### src/rtl/trace_retire_fifo.sv
// Retirement trace buffer: captures retired-instruction records into a circular FIFO,
// tags them with a sequence number and opcode class, and drops on overflow without stalling the core.
module trace_retire_fifo #(
    parameter int unsigned DEPTH = 8,
    parameter int unsigned AW    = $clog2(DEPTH)
) (
    input  logic          clk_i,
    input  logic          rst_i,
    input  logic          ret_valid_i,
    input  logic [31:0]   ret_pc_i,
    input  logic [31:0]   ret_insn_i,
    input  logic [4:0]    ret_rd_addr_i,
    input  logic [31:0]   ret_rd_wdata_i,
    input  logic [31:0]   ret_mem_addr_i,
    input  logic          ret_trap_i,
    output logic          rec_valid_o,
    input  logic          rec_ready_i,
    output logic [31:0]   rec_pc_o,
    output logic [31:0]   rec_insn_o,
    output logic [31:0]   rec_rd_wdata_o,
    output logic [31:0]   rec_mem_addr_o,
    output logic [4:0]    rec_rd_addr_o,
    output logic          rec_trap_o,
    output logic [2:0]    rec_class_o,
    output logic [31:0]   rec_seq_o,
    output logic [AW:0]   level_o,
    output logic [15:0]   drop_cnt_o,
    output logic          overflow_o
);

    typedef struct packed {
        logic [31:0] pc;
        logic [31:0] insn;
        logic [4:0]  rd_addr;
        logic [31:0] rd_wdata;
        logic [31:0] mem_addr;
        logic        trap;
        logic [2:0]  cls;
        logic [31:0] seq;
    } rec_t;

    rec_t mem_q [DEPTH];

    logic [AW-1:0] wr_ptr_q, wr_ptr_d;
    logic [AW-1:0] rd_ptr_q, rd_ptr_d;
    logic [AW:0]   count_q, count_d;
    logic [31:0]   seq_q, seq_d;
    logic [15:0]   drop_cnt_q, drop_cnt_d;
    logic          overflow_q, overflow_d;

    logic          full, empty, push, pop, drop_ev;
    logic [2:0]    ret_class;
    rec_t          wr_rec;
    rec_t          head;

    always_comb begin
        ret_class = 3'd0;
        if (ret_insn_i[1:0] != 2'b11) begin
            ret_class = 3'd7;
        end else begin
            case (ret_insn_i[6:0])
                7'h03, 7'h07:                      ret_class = 3'd1;
                7'h23, 7'h27:                      ret_class = 3'd2;
                7'h63:                             ret_class = 3'd3;
                7'h6f, 7'h67:                      ret_class = 3'd4;
                7'h73:                             ret_class = 3'd5;
                7'h43, 7'h47, 7'h4b, 7'h4f, 7'h53: ret_class = 3'd6;
                default:                           ret_class = 3'd0;
            endcase
        end
    end

    always_comb begin
        wr_rec          = '0;
        wr_rec.pc       = ret_pc_i;
        wr_rec.insn     = ret_insn_i;
        wr_rec.rd_addr  = ret_rd_addr_i;
        wr_rec.rd_wdata = (ret_rd_addr_i == 5'd0) ? '0 : ret_rd_wdata_i;
        wr_rec.mem_addr = (ret_class == 3'd1 || ret_class == 3'd2) ? ret_mem_addr_i : '0;
        wr_rec.trap     = ret_trap_i;
        wr_rec.cls      = ret_class;
        wr_rec.seq      = seq_q;
    end

    // A full FIFO still accepts a push when the head leaves on the same edge.
    always_comb begin
        full    = (count_q == (AW+1)'(DEPTH));
        empty   = (count_q == '0);
        pop     = !rst_i && !empty && rec_ready_i;
        push    = !rst_i && ret_valid_i && (!full || pop);
        drop_ev = !rst_i && ret_valid_i && full && !pop;

        wr_ptr_d   = push ? wr_ptr_q + AW'(1) : wr_ptr_q;
        rd_ptr_d   = pop  ? rd_ptr_q + AW'(1) : rd_ptr_q;
        count_d    = count_q;
        if (push && !pop) count_d = count_q + (AW+1)'(1);
        if (pop && !push) count_d = count_q - (AW+1)'(1);
        seq_d      = (!rst_i && ret_valid_i) ? seq_q + 32'd1 : seq_q;
        drop_cnt_d = (drop_ev && drop_cnt_q != 16'hFFFF) ? drop_cnt_q + 16'd1 : drop_cnt_q;
        overflow_d = overflow_q | drop_ev;

        if (rst_i) begin
            wr_ptr_d   = '0;
            rd_ptr_d   = '0;
            count_d    = '0;
            seq_d      = '0;
            drop_cnt_d = '0;
            overflow_d = 1'b0;
        end
    end

    always_ff @(posedge clk_i) begin
        if (rst_i) begin
            wr_ptr_q   <= '0;
            rd_ptr_q   <= '0;
            count_q    <= '0;
            seq_q      <= '0;
            drop_cnt_q <= '0;
            overflow_q <= 1'b0;
        end else begin
            wr_ptr_q   <= wr_ptr_d;
            rd_ptr_q   <= rd_ptr_d;
            count_q    <= count_d;
            seq_q      <= seq_d;
            drop_cnt_q <= drop_cnt_d;
            overflow_q <= overflow_d;
        end
    end

    always_ff @(posedge clk_i) begin
        if (push) begin
            mem_q[wr_ptr_q] <= wr_rec;
        end
    end

    always_comb begin
        head           = mem_q[rd_ptr_q];
        rec_valid_o    = !empty;
        rec_pc_o       = head.pc;
        rec_insn_o     = head.insn;
        rec_rd_addr_o  = head.rd_addr;
        rec_rd_wdata_o = head.rd_wdata;
        rec_mem_addr_o = head.mem_addr;
        rec_trap_o     = head.trap;
        rec_class_o    = head.cls;
        rec_seq_o      = head.seq;
        level_o        = count_q;
        drop_cnt_o     = drop_cnt_q;
        overflow_o     = overflow_q;
    end

endmodule

### config.mk
export PLATFORM = sky130hd
export DESIGN_NAME = trace_retire_fifo
export DESIGN_NICKNAME = d
export VERILOG_FILES = /design/src/rtl/trace_retire_fifo.sv
export SDC_FILE = /design/constraint.sdc
export NUM_CORES = 1
export LEC_CHECK = 0
export CAP_MARGIN = 5
export CORE_MARGIN = 4
export CORE_UTILIZATION = 25
export DETAILED_ROUTE_END_ITERATION = 10
export HOLD_SLACK_MARGIN = 0.12
export PLACE_DENSITY = 0.4
export SLEW_MARGIN = 0
export SYNTH_ARGS = -nofsm -noshare
export SYNTH_HDL_FRONTEND = slang
export SYNTH_SLANG_ARGS = --single-unit
### constraint.sdc
create_clock -name clk_i -period 32.6 [get_ports clk_i]
set_input_delay 6.52 -clock clk_i [delete_from_list [all_inputs] [get_ports clk_i]]
set_output_delay 6.52 -clock clk_i [all_outputs]
set_load 0.02 [all_outputs]
# [Yosys cells after proc, flatten, opt, wreduce, memory -nomap -nowiden]
# Memory sizes are Yosys's and may differ from the RTL's. A register that Yosys moved wholly into a read port is not among the register bits.
# Index checks and enable logic that the tools add are counted.
[totals] in_bits=138 latch_bits=0 memories=1 reg_bits=59 rom_bits=0 ram_bits=1352 output_inout_bits=191
[op_classes] multipliers=0 shift=0 magnitude_cmp=0 n_div=0 n_reduce_logical=23 addsub=6 mux=10 n_bitwise=1 eq_ne=18
[mem_list] name="mem_q" words=8 width=169 rd=1 rd_clocked_by_memory_dff=1 write_ports=1 line_no="42" rtl="rec_t mem_q [DEPTH];"
[op_table] cell="two-way mux 32 bit" n=2
[op_table] cell="== test 7 bit, second input constant" n=9
[op_table] cell="adder 32 x 1 -> 32 bit, second input constant" n=1
[op_table] cell="case mux 3 bit (6 select lines)" n=1
[op_table] cell="adder 16 x 1 -> 16 bit, second input constant" n=1
[op_table] cell="!= test 16 bit, second input constant" n=1
[op_table] cell="== test 7 x 6 -> 1 bit, second input constant" n=2
[op_table] cell="logical AND 1 bit" n=9
[op_table] cell="two-way mux 3 bit" n=3
[op_table] cell="two-way mux 4 bit" n=2
[op_table] cell="== test 7 x 2 -> 1 bit, second input constant" n=1
[op_table] cell="== test 7 x 3 -> 1 bit, second input constant" n=1
[op_table] cell="adder 3 x 1 -> 3 bit, second input constant" n=2
[op_table] cell="OR reduction 2 bit" n=3
[op_table] cell="logical NOT 1 bit" n=5
[op_table] cell="logical NOT 5 bit" n=1
[op_table] cell="OR reduction 5 bit" n=1
[op_table] cell="adder 4 x 1 -> 4 bit, second input constant" n=1
[op_table] cell="== test 4 bit, second input constant" n=1
[op_table] cell="logical NOT 4 bit" n=1
[op_table] cell="subtractor 4 x 1 -> 4 bit, second input constant" n=1
[op_table] cell="== test 3 x 1 -> 1 bit, second input constant" n=1
[op_table] cell="== test 3 x 2 -> 1 bit, second input constant" n=1
[op_table] cell="logical OR 1 bit" n=2
[op_table] cell="other kinds (4)" n=5

# [Depth between registers and ports, before layout]
[depth] word_depth=9 mapped_depth=9 mapped_depth_nobuf=8

# [Worst setup path after synthesis]
# Ideal clock, no wire load.
[synth_timing] path_type="input -> register" startpoint="input port rst_i" endpoint="memory mem_q[0][0] in the netlist's numbering, enable pin" setup_ns=0.905 arrival_ns=18.779 cell_stages=3 slack_ns=12.916 path_cell_list="clkbuf_1 > or4b_2 > nor3_1"
[synth_via] elab_chain_len=7
[synth_lines] item="start: declaration" line_no="8" rtl="input logic rst_i,"
[synth_lines] item="logical NOT 1 bit *" line_no="89, 90"
[synth_lines] item="logical AND 1 bit (2 in a row)" line_no="89" rtl="pop = !rst_i && !empty && rec_ready_i;"
[synth_lines] item="logical OR 1 bit" line_no="90" rtl="push = !rst_i && ret_valid_i && (!full || pop);"
[synth_lines] item="logical AND 1 bit *" line_no="90"
[synth_lines] item="two-way mux 1 bit *" line_no="131" rtl="if (push) begin"
[synth_lines] item="two-way mux 1 bit (not written as such) *" line_no="132" rtl="mem_q[wr_ptr_q] <= wr_rec;"
[synth_lines] item="end: declaration" line_no="42"
# Every way passes the cells marked *; elsewhere a longest branch is shown, timed or not.

==> out/metrics.cfg <==
[outcome]
outcome=finished clean

[clock_tree]
clockBufferDepth=3
clock-root-buffer=clkbuf_16
cts.sinks=1414
clk_latency_ns=0.79
postCtsHoldBufs=0
path_clk_slew_ns=0.06
cts_buffers=162
tritoncts=built
htree_levels=4
post_cts_resized=0
cts_setup_buffers=0

[sta]
tightest_slew_ns=1.114
fmax_mhz=82.31
timing.final.crit_share_pct=37.27
worst_slack_ns=20.45
hold_slack_ns=0.4987
grt_setup_unrepaired=false
setup_viol=0
timing_hold_violations_final=0
fin_worst_skew_ns=0.02381
period_needed_ns=12.15
fin_setup_tns_ns=0
drv_slew=0
max_slew_margin_pct=25.54

[routing]
drtIter0Drc=1521
drt_pass1_iterations=7
via_per_inst=4.440
wirelength_um=141100
num_vias=25760
drc=0
drt-wirelength-per-cell_um=24.32
postRouteAntennaNets=0

[worst_setup_path]
worst_ep_required_time_ns=26.08
startpoint_type=flip-flop
cp.arrival_ns=5.63
rrSetupSlack_ns=28.64
crit_fanout=41
crit_type=reg -> out
critPathCaptureType=output pin

[logic_synthesis]
synthCells=2410
avgSynthCellArea_um2=22.48
synth-edff-count=1352
syn_area_um2=54170
synth_top_area_share_pct=74.95
synth_nets=2555
yosysSeqAreaShare_pct=77.24
synthFlopType=edfxtp_1
synth-seq-cells=1414
ys_top_cells_by_area=edfxtp_1 (75%), mux4_2 (14%), mux2_2 (3.6%)
yosysWarnings=0
yosys.area.top_type=edfxtp_1
async_reset_ff_share_pct=0
synth_commonest_cells=edfxtp_1 (1,352), mux4_2 (338), mux2_2 (174)
ys_types=50
yosysMostFrequentCell=edfxtp_1

[global_route]
gr-usage-all-layers_pct=12.44
antenna_found_initial=12
grt_overflow=0
grt_pass1_wl_um=201800
grt_pass1_vias=28230
grt_max_degree=125

[layout]
final_nets=2971
fillers=20530
area_growth_pct=22.28
multiInputGateArea_um2=11870
seq_area_um2=41850
fin_util_pct=30.80
drive_gt1_share_pct=27.31

[pwr]
powerDensity_nw_per_um2=65.71
ir_drop_mv=0.04772
total_power_w=0.004352
leakage_nw=19.84

[floorplanning]
rows=170
die_w_um=473.5
core_area_um2=215000
die_h_um=473.5
dieArea_um2=224200
initial_utilization_pct=25.19
ios=329

[place]
place_congestion=0.6922
hpwl_um=74940
portBuffers=328
dp_slack_ns=20.94

[min_path]
hold_class=reg -> reg

[run]
drv_cap=0

-- cell families (layout without fill, tap and decap cells) --
family	count (synthesis)	count (layout)	share of synthesized area, %
adders and majority gates	7	7	0.1756
muxes	514	514	17.71
DFF	1414	1414	77.24
AOI/OAI and AO/OA	83	83	0.9263
xor gates and xnor gates	17	17	0.2749
other	0	1	0
buffers and inverters	128	680	0.9748
and+or+nand+nor	247	247	2.696
-- worst paths after layout --
kind / endpoint / from / depth (start not counted)
hold reg to reg: overflow_o$_SDFF_PP0_ / overflow_o$_SDFF_PP0_ / 2
setup reg to reg: mem_q[4][112]$_DFFE_PP_ / level_o[0]$_SDFFE_PP0P_ / 6
hold / removal: overflow_o$_SDFF_PP0_ / overflow_o$_SDFF_PP0_ / 2
setup / recovery: rec_rd_wdata_o[15] / flip-flop / 6
-- cells in the final DEF, fill, tap and decap left out, types with 36 or more instances in the layout --
master	n
a21oi_1	38
clkbuf_1	37
dfxtp_1	59
clkdlybuf4s50_1	327
clkbuf_16	163
edfxtp_1	1352
nor2b_1	36
mux2_2	174
mux4_2	338
-- critical path, stage by stage, from the launching register on --
cell             delay (ns)
dfxtp_4                0.77
buf_4                  0.78
buf_4                  0.79
buf_4                  0.82
mux4_2                 0.59
mux2_2                 0.27
clkdlybuf4s50_1        0.65
-- layout make-up --
type	count	area share, %
clock inverter	97	1.409
tap	2838	5.361
clock buffer	203	6.430
antenna	1	0.003778
sequential	1414	63.19
multi-input combinational	868	17.93
timing repair buffer	372	5.637
inverter	8	0.04534
-- registers in the layout (all words and copies together), names as in the netlist, named ones only --
name,cells
mem_q,1352
level_o,4
seq_q,32
rd_ptr_q,3
drop_cnt_o,16
overflow_o,1
wr_ptr_q,3
-- power by group --
part	leakage [nW]	total, W	switching (W)	internal, W
Sequential	12.8	0.00204	0.0000184	0.00202
Clock	2.53	0.00176	0.000742	0.00102
Combinational	4.52	0.000554	0.000278	0.000276
Total	19.8	0.00435	0.00104	0.00331
-- stage by stage --
stage               area (um2)  std cells
global route             66230       5801
floorplan                54170       2410
finish                   66230       5801
detailed placement       61040       5500
CTS                      66230       5800
global placement         61040       5500
-- metal layers --
metal | part of all wire [%] | GRT usage [%]
met5 | 0.050 | 0
met4 | 2.1 | 3.162
met3 | 5.2 | 3.099
met2 | 48 | 20.63
met1 | 44 | 16.33
(Power assumes the default switching activity.)
